### config.mk
export PLATFORM = sky130hd
export DESIGN_NAME = rca_seq_ctrl
export DESIGN_NICKNAME = d
export VERILOG_FILES = /design/src/rtl/rca_seq_ctrl.sv
export SDC_FILE = /design/constraint.sdc
export NUM_CORES = 1
export LEC_CHECK = 0
export ABC_AREA = 1
export BUFFER_PORTS_ARGS = -buffer_cell sky130_fd_sc_hd__buf_2
export CAP_MARGIN = 20
export CORE_MARGIN = 8
export CORE_UTILIZATION = 49
export CTS_BUF_LIST = sky130_fd_sc_hd__clkbuf_4 sky130_fd_sc_hd__clkbuf_8 sky130_fd_sc_hd__clkbuf_16
export CTS_CLUSTER_DIAMETER = 40
export CTS_CLUSTER_SIZE = 30
export DETAILED_ROUTE_END_ITERATION = 7
export GPL_TIMING_DRIVEN = 0
export PLACE_DENSITY = 0.78
export SYNTH_ARGS = -nofsm -noshare
export SYNTH_HDL_FRONTEND = slang
export SYNTH_SLANG_ARGS = --single-unit
### constraint.sdc
create_clock -name clk -period 1.6 [get_ports clk]
set_input_delay 0.24 -clock clk [delete_from_list [all_inputs] [get_ports clk]]
set_output_delay 0.24 -clock clk [all_outputs]
set_load 0.01 [all_outputs]
### src/rtl/rca_seq_ctrl.sv
// rca_seq_ctrl: nibble-serial adder controller that time-shares one external
// 4-bit ripple-carry adder (s[4:0] = a + b, no carry-in). Operands are added
// LSB nibble first. An incoming carry costs one extra FIX cycle, in which the
// adder is reused to add 1 to the partial nibble.
// Optional build macro: RCA_SEQ_CYCLES_EN adds the 8-bit 'cycles' output.
// When enabled, 'cycles' counts the ADD/FIX cycles of the current operation.
//
// state | meaning
// IDLE  | waiting for an operand pair; in_ready high
// ADD   | adding nibble idx of A and B on the external adder
// FIX   | adding the pending carry into the partial nibble of idx
// DONE  | result presented; waiting for out_ready
module rca_seq_ctrl #(
  parameter int NIBBLES = 4
) (
  input  logic                   clk,
  input  logic                   rst_n,
  input  logic                   in_valid,
  output logic                   in_ready,
  input  logic [4*NIBBLES-1:0]   in_a,
  input  logic [4*NIBBLES-1:0]   in_b,
  output logic                   out_valid,
  input  logic                   out_ready,
  output logic [4*NIBBLES:0]     out_sum,
  output logic [3:0]             rca_a,
  output logic [3:0]             rca_b,
  input  logic [4:0]             rca_s,
`ifdef RCA_SEQ_CYCLES_EN
  output logic [7:0]             cycles,
`endif
  output logic                   busy
);

  localparam int W  = 4 * NIBBLES;
  localparam int IW = (NIBBLES > 1) ? $clog2(NIBBLES) : 1;
  localparam logic [IW-1:0] LAST_IDX = IW'(NIBBLES - 1);

  typedef enum logic [1:0] {
    IDLE = 2'd0,
    ADD  = 2'd1,
    FIX  = 2'd2,
    DONE = 2'd3
  } state_t;

  state_t        state_q, state_d;
  logic [W-1:0]  a_q, a_d;
  logic [W-1:0]  b_q, b_d;
  logic [W-1:0]  sum_q, sum_d;
  logic [W:0]    out_sum_q, out_sum_d;
  logic [IW-1:0] idx_q, idx_d;
  logic          carry_q, carry_d;
  logic [3:0]    part_q, part_d;
  logic          c1_q, c1_d;

  logic [IW+1:0] nib_sh;
  logic [3:0]    a_nib;
  logic [3:0]    b_nib;
  logic [3:0]    nib_wr;
  logic          advance;

`ifdef RCA_SEQ_CYCLES_EN
  logic [7:0]    cycles_q, cycles_d;
`endif

  // State and datapath registers with synchronous active-low reset
  always_ff @(posedge clk) begin
    if (!rst_n) begin
      state_q   <= IDLE;
      a_q       <= '0;
      b_q       <= '0;
      sum_q     <= '0;
      out_sum_q <= '0;
      idx_q     <= '0;
      carry_q   <= 1'b0;
      part_q    <= 4'h0;
      c1_q      <= 1'b0;
    end else begin
      state_q   <= state_d;
      a_q       <= a_d;
      b_q       <= b_d;
      sum_q     <= sum_d;
      out_sum_q <= out_sum_d;
      idx_q     <= idx_d;
      carry_q   <= carry_d;
      part_q    <= part_d;
      c1_q      <= c1_d;
    end
  end

  // Next-state, adder operand steering and nibble write-back
  always_comb begin
    state_d   = state_q;
    a_d       = a_q;
    b_d       = b_q;
    sum_d     = sum_q;
    out_sum_d = out_sum_q;
    idx_d     = idx_q;
    carry_d   = carry_q;
    part_d    = part_q;
    c1_d      = c1_q;
    rca_a     = 4'h0;
    rca_b     = 4'h0;
    nib_wr    = 4'h0;
    advance   = 1'b0;

    nib_sh = {idx_q, 2'b00};
    a_nib  = 4'(a_q >> nib_sh);
    b_nib  = 4'(b_q >> nib_sh);

    unique case (state_q)
      IDLE: begin
        if (in_valid) begin
          a_d     = in_a;
          b_d     = in_b;
          idx_d   = '0;
          carry_d = 1'b0;
          state_d = ADD;
        end
      end
      ADD: begin
        rca_a = a_nib;
        rca_b = b_nib;
        if (!carry_q) begin
          nib_wr  = rca_s[3:0];
          carry_d = rca_s[4];
          advance = 1'b1;
        end else begin
          part_d  = rca_s[3:0];
          c1_d    = rca_s[4];
          state_d = FIX;
        end
      end
      FIX: begin
        rca_a   = part_q;
        rca_b   = 4'h1;
        nib_wr  = rca_s[3:0];
        // a+b and the +1 cannot both carry out of the same nibble
        carry_d = c1_q | rca_s[4];
        advance = 1'b1;
      end
      DONE: begin
        if (out_ready) begin
          state_d = IDLE;
        end
      end
      default: begin
        state_d = IDLE;
      end
    endcase

    if (advance) begin
      sum_d = (sum_q & ~(W'(4'hF) << nib_sh)) | (W'(nib_wr) << nib_sh);
      if (idx_q == LAST_IDX) begin
        state_d   = DONE;
        // Result register only changes here, so it holds across idle time
        out_sum_d = {carry_d, sum_d};
      end else begin
        idx_d   = idx_q + IW'(1);
        state_d = ADD;
      end
    end
  end

`ifdef RCA_SEQ_CYCLES_EN
  // Per-operation cycle counter: cleared on accept, saturating at 255
  always_comb begin
    cycles_d = cycles_q;
    if (state_q == IDLE && in_valid) begin
      cycles_d = 8'h00;
    end else if ((state_q == ADD || state_q == FIX) && cycles_q != 8'hFF) begin
      cycles_d = cycles_q + 8'h01;
    end
  end

  // Cycle counter register
  always_ff @(posedge clk) begin
    if (!rst_n) begin
      cycles_q <= 8'h00;
    end else begin
      cycles_q <= cycles_d;
    end
  end

  assign cycles = cycles_q;
`endif

  assign in_ready  = (state_q == IDLE);
  assign out_valid = (state_q == DONE);
  assign busy      = (state_q != IDLE);
  assign out_sum   = out_sum_q;

endmodule

==> flow_metrics.py <==
metrics = {
    "run_status": {
        "status": "finished with violations",
        "violations": "negative setup slack",
    },
    "clock_tree": {
        "clk_path_buf_depth": 2,
        "cts.clk_slew.worst_paths_ns": 0.08,
        "root_buffer": "clkbuf_8",
        "cts_tree": "built",
        "cts.sinks": 71,
        "cts-buffers-inserted": 9,
        "clk_latency_ns": 0.35,
        "holdBufCountCts": 0,
        "cts-htree-levels": 3,
    },
    "sta": {
        "tns_ns": -1.84,
        "fin_crit_sh": 1.16,
        "post-route-min-period_ns": 1.85,
        "skew_ns": 0.0128,
        "slew_headroom": 0.666,
        "fin_ws_ns": -0.253,
        "worst_pin_slew_ns": 0.500,
        "fmax_ghz": 0.540,
        "hold_viol": 0,
        "setup_viol": 13,
        "report.final.slew_viol_count": 0,
        "rsz0062_at_grt": "yes",
    },
    "grt": {
        "antenna_found_initial": 0,
        "grt_pass1_wl_um": 16100,
        "grt_pass1_vias": 3493,
        "grt_max_degree": 13,
        "met3_usage": 0.0443,
        "gr-usage-met2": 0.336,
        "grt.overflow.total": 0,
        "grtUsageTotal": 0.196,
        "top_usage_layer": "met2",
        "grt_use_met1": 0.230,
    },
    "routing": {
        "detail-route-antenna-nets": 0,
        "dr.pass1.iters": 5,
        "routed_wl_um": 9760,
        "via_per_inst": 5.14,
        "vias": 3734,
        "wl_per_cell_um": 13.4,
        "drt-initial-drc-count": 232,
        "post-route-drc-count": 0,
    },
    "synthesis": {
        "ys_types": 22,
        "syn_nets": 578,
        "syn_area_per_cell_sq_um": 6.60,
        "synth_flop_cell": "dfxtp_1",
        "yosysSeqAreaShare": 0.408,
        "synthCells": 528,
        "yosys_warnings": 0,
        "synth_area_sq_um": 3490,
        "synth-edff-count": 0,
        "ys_ff_latch": 71,
        "synth_common_cells": "nor2_1 (135), nand2_1 (83), dfxtp_1 (71), o21ai_0 (57), inv_1 (56)",
        "yosys.area.top_type": "dfxtp_1",
        "synth.area.top_cells": "dfxtp_1 (41%), nor2_1 (15%), nand2_1 (8.9%)",
        "async_flop_share": 0,
        "synth_most_common_cell": "nor2_1",
        "synth_top_cell_area_share": 0.408,
    },
    "worst_setup_path": {
        "crit_buf_inv": 3,
        "cp.arrival_ns": 1.61,
        "worst_ep_required_time_ns": 1.36,
        "path_delay_family": "buffers and inverters",
        "critPathLaunchType": "flip-flop",
        "rr_worst_depth": 9,
        "worstSetupStartpoint": "idx_q[0]$_SDFF_PN0_",
        "slowest_stage": "dfxtp_2",
        "cp_cell_sequence": "buf_6 > buf_8 > nor2_4 > nor2_1 > o21ai_1 > nand2_1 > nand2_1 > a21oi_2 > buf_2",
        "worst-r2r-setup-slack_ns": -0.04,
        "max_stage_delay_ns": 0.35,
        "critical_path.max_fanout": 8,
        "r2r-end": "sum_q[9]$_SDFFE_PN0P_",
        "cp-end-kind": "output port",
        "critPathKind": "flip-flop to output port",
        "reg2reg_from": "state_q[1]$_SDFFE_PN0P_",
        "crit_path_frequent_cell": "nand2_1",
    },
    "die": {
        "start_util": 0.510,
        "io_pins": 69,
        "die-width_um": 100,
        "placement_rows": 30,
        "chipHeight_um": 100,
        "coreArea_sq_um": 6830,
        "dieArea_sq_um": 10100,
    },
    "layout": {
        "drive_gt1_frac": 0.249,
        "layout.nets": 676,
        "syn_to_final_growth_pct": 31.0,
        "antenna_cells": 0,
    },
    "power_and_ir_drop": {
        "total_power_mw": 7.70,
        "power.density_nw_per_um2": 1690,
        "vdd_drop_max_mv": 0.859,
        "power_leakage_nw": 2.16,
    },
    "worst_hold_path": {
        "holdPathEnd": "b_q[7]$_SDFFE_PN0P_",
        "hp-class": "input pin to flip-flop",
        "min_from": "in_b[7]",
        "worstHoldPathCells": 3,
    },
    "job": {
        "max-cap-violations": 0,
    },
    "place": {
        "routabilityCongestion": 0.841,
        "portBuffers": 67,
        "dpl.hpwl_um": 6900,
    },
}
## worst min-delay path, delay by kind of cell
family                 cells  cell delay [ns]
AOI/OAI and AO/OA          1             0.07
buffers and inverters      1             0.07
and+or+nand+nor            1             0.07
## how the worst max path moves through the flow
stage	endpoint	cells past startpoint	slack, ns
6_report	rca_b[0]	9	-0.25
5_1_grt	rca_a[1]	9	-0.32
4_1_cts	rca_b[0]	9	-0.25
3_5_place_dp	rca_b[2]	7	-0.22
3_3_place_gp	rca_b[1]	7	-0.20
2_1_floorplan	rca_b[1]	6	0.05
## layout by cell type, fill, tap and decap left out, types with 3 or more instances in the layout
cell and n:
buf_4 16, nand3_2 4, clkbuf_1 9, dfxtp_1 67
nand4_1 16, nor2_1 133, o21ai_0 44, o21ai_1 13
a21oi_1 20, ha_1 7, buf_6 13, nand2_2 5
a21oi_2 7, nand3_1 28, buf_2 69, clkbuf_8 11
buf_1 3, inv_1 54, nand2_1 78
## metrics by stage
| step | cells | util | worst slack (ns) | hold WS [ns] | area (sq um) |
|---|---|---|---|---|---|
| after floorplan | 528 | - | 0.0496 | 0.405 | 3520 |
| after global placement | 691 | 0.581 | -0.198 | 0.458 | 3970 |
| after detailed placement | 691 | 0.581 | -0.224 | 0.467 | 3970 |
| after CTS | 721 | 0.648 | -0.253 | 0.131 | 4430 |
| after global routing | 727 | 0.669 | -0.323 | 0.149 | 4570 |
| final | 727 | 0.669 | -0.253 | 0.137 | 4570 |
## area by class of cell
cell class / instances / area [sq um]
Timing Repair Buffer: 87 / 523
Tap cell: 96 / 120
Inverter: 62 / 262
Clock buffer: 11 / 151
Buffer: 30 / 226
Clock inverter: 5 / 80.1
Fill cell: 589 / 2260
Multi-Input combinational cell: 365 / 1770
Sequential cell: 71 / 1430
## power breakdown
group | switching [mW] | total (mW) | internal, mW
registers | 0.256 | 2.46 | 2.20
logic | 2.17 | 3.58 | 1.41
clock network | 0.698 | 1.66 | 0.960
## state kept, by name, summed over array words and instances, names as in the netlist
signal / count
out_sum: 17
a_q: 16
b_q: 16
sum_q: 12
part_q: 4
idx_q: 2
state_q: 2
c1_q: 1
carry_q: 1
## timing repair
item | CTS | global route
setup endpoints to repair | 70 | 45
resized for setup | 47 | 29
pin swaps | 6 | 8
buffers inserted | 14 | 5
gates cloned | 0 | 1
## routing by layer
metal  vias to the layer above  wire length (um)
li1                       1859                 -
met1                      1698              4170
met2                       153              4690
met3                        24               684
met4                         0               216
met5                         -                 0
## cells by family (layout without fill, tap and decap cells)
| logic type | count (synthesis) | count (layout) | synth area share |
|---|---|---|---|
| AOI/OAI and AO/OA | 85 | 85 | 0.125 |
| DFF | 71 | 71 | 0.408 |
| and+or+nand+nor | 271 | 271 | 0.321 |
| adders and majority gates | 9 | 9 | 0.0323 |
| buffers and inverters | 92 | 195 | 0.113 |
(Power assumes the default switching activity.)
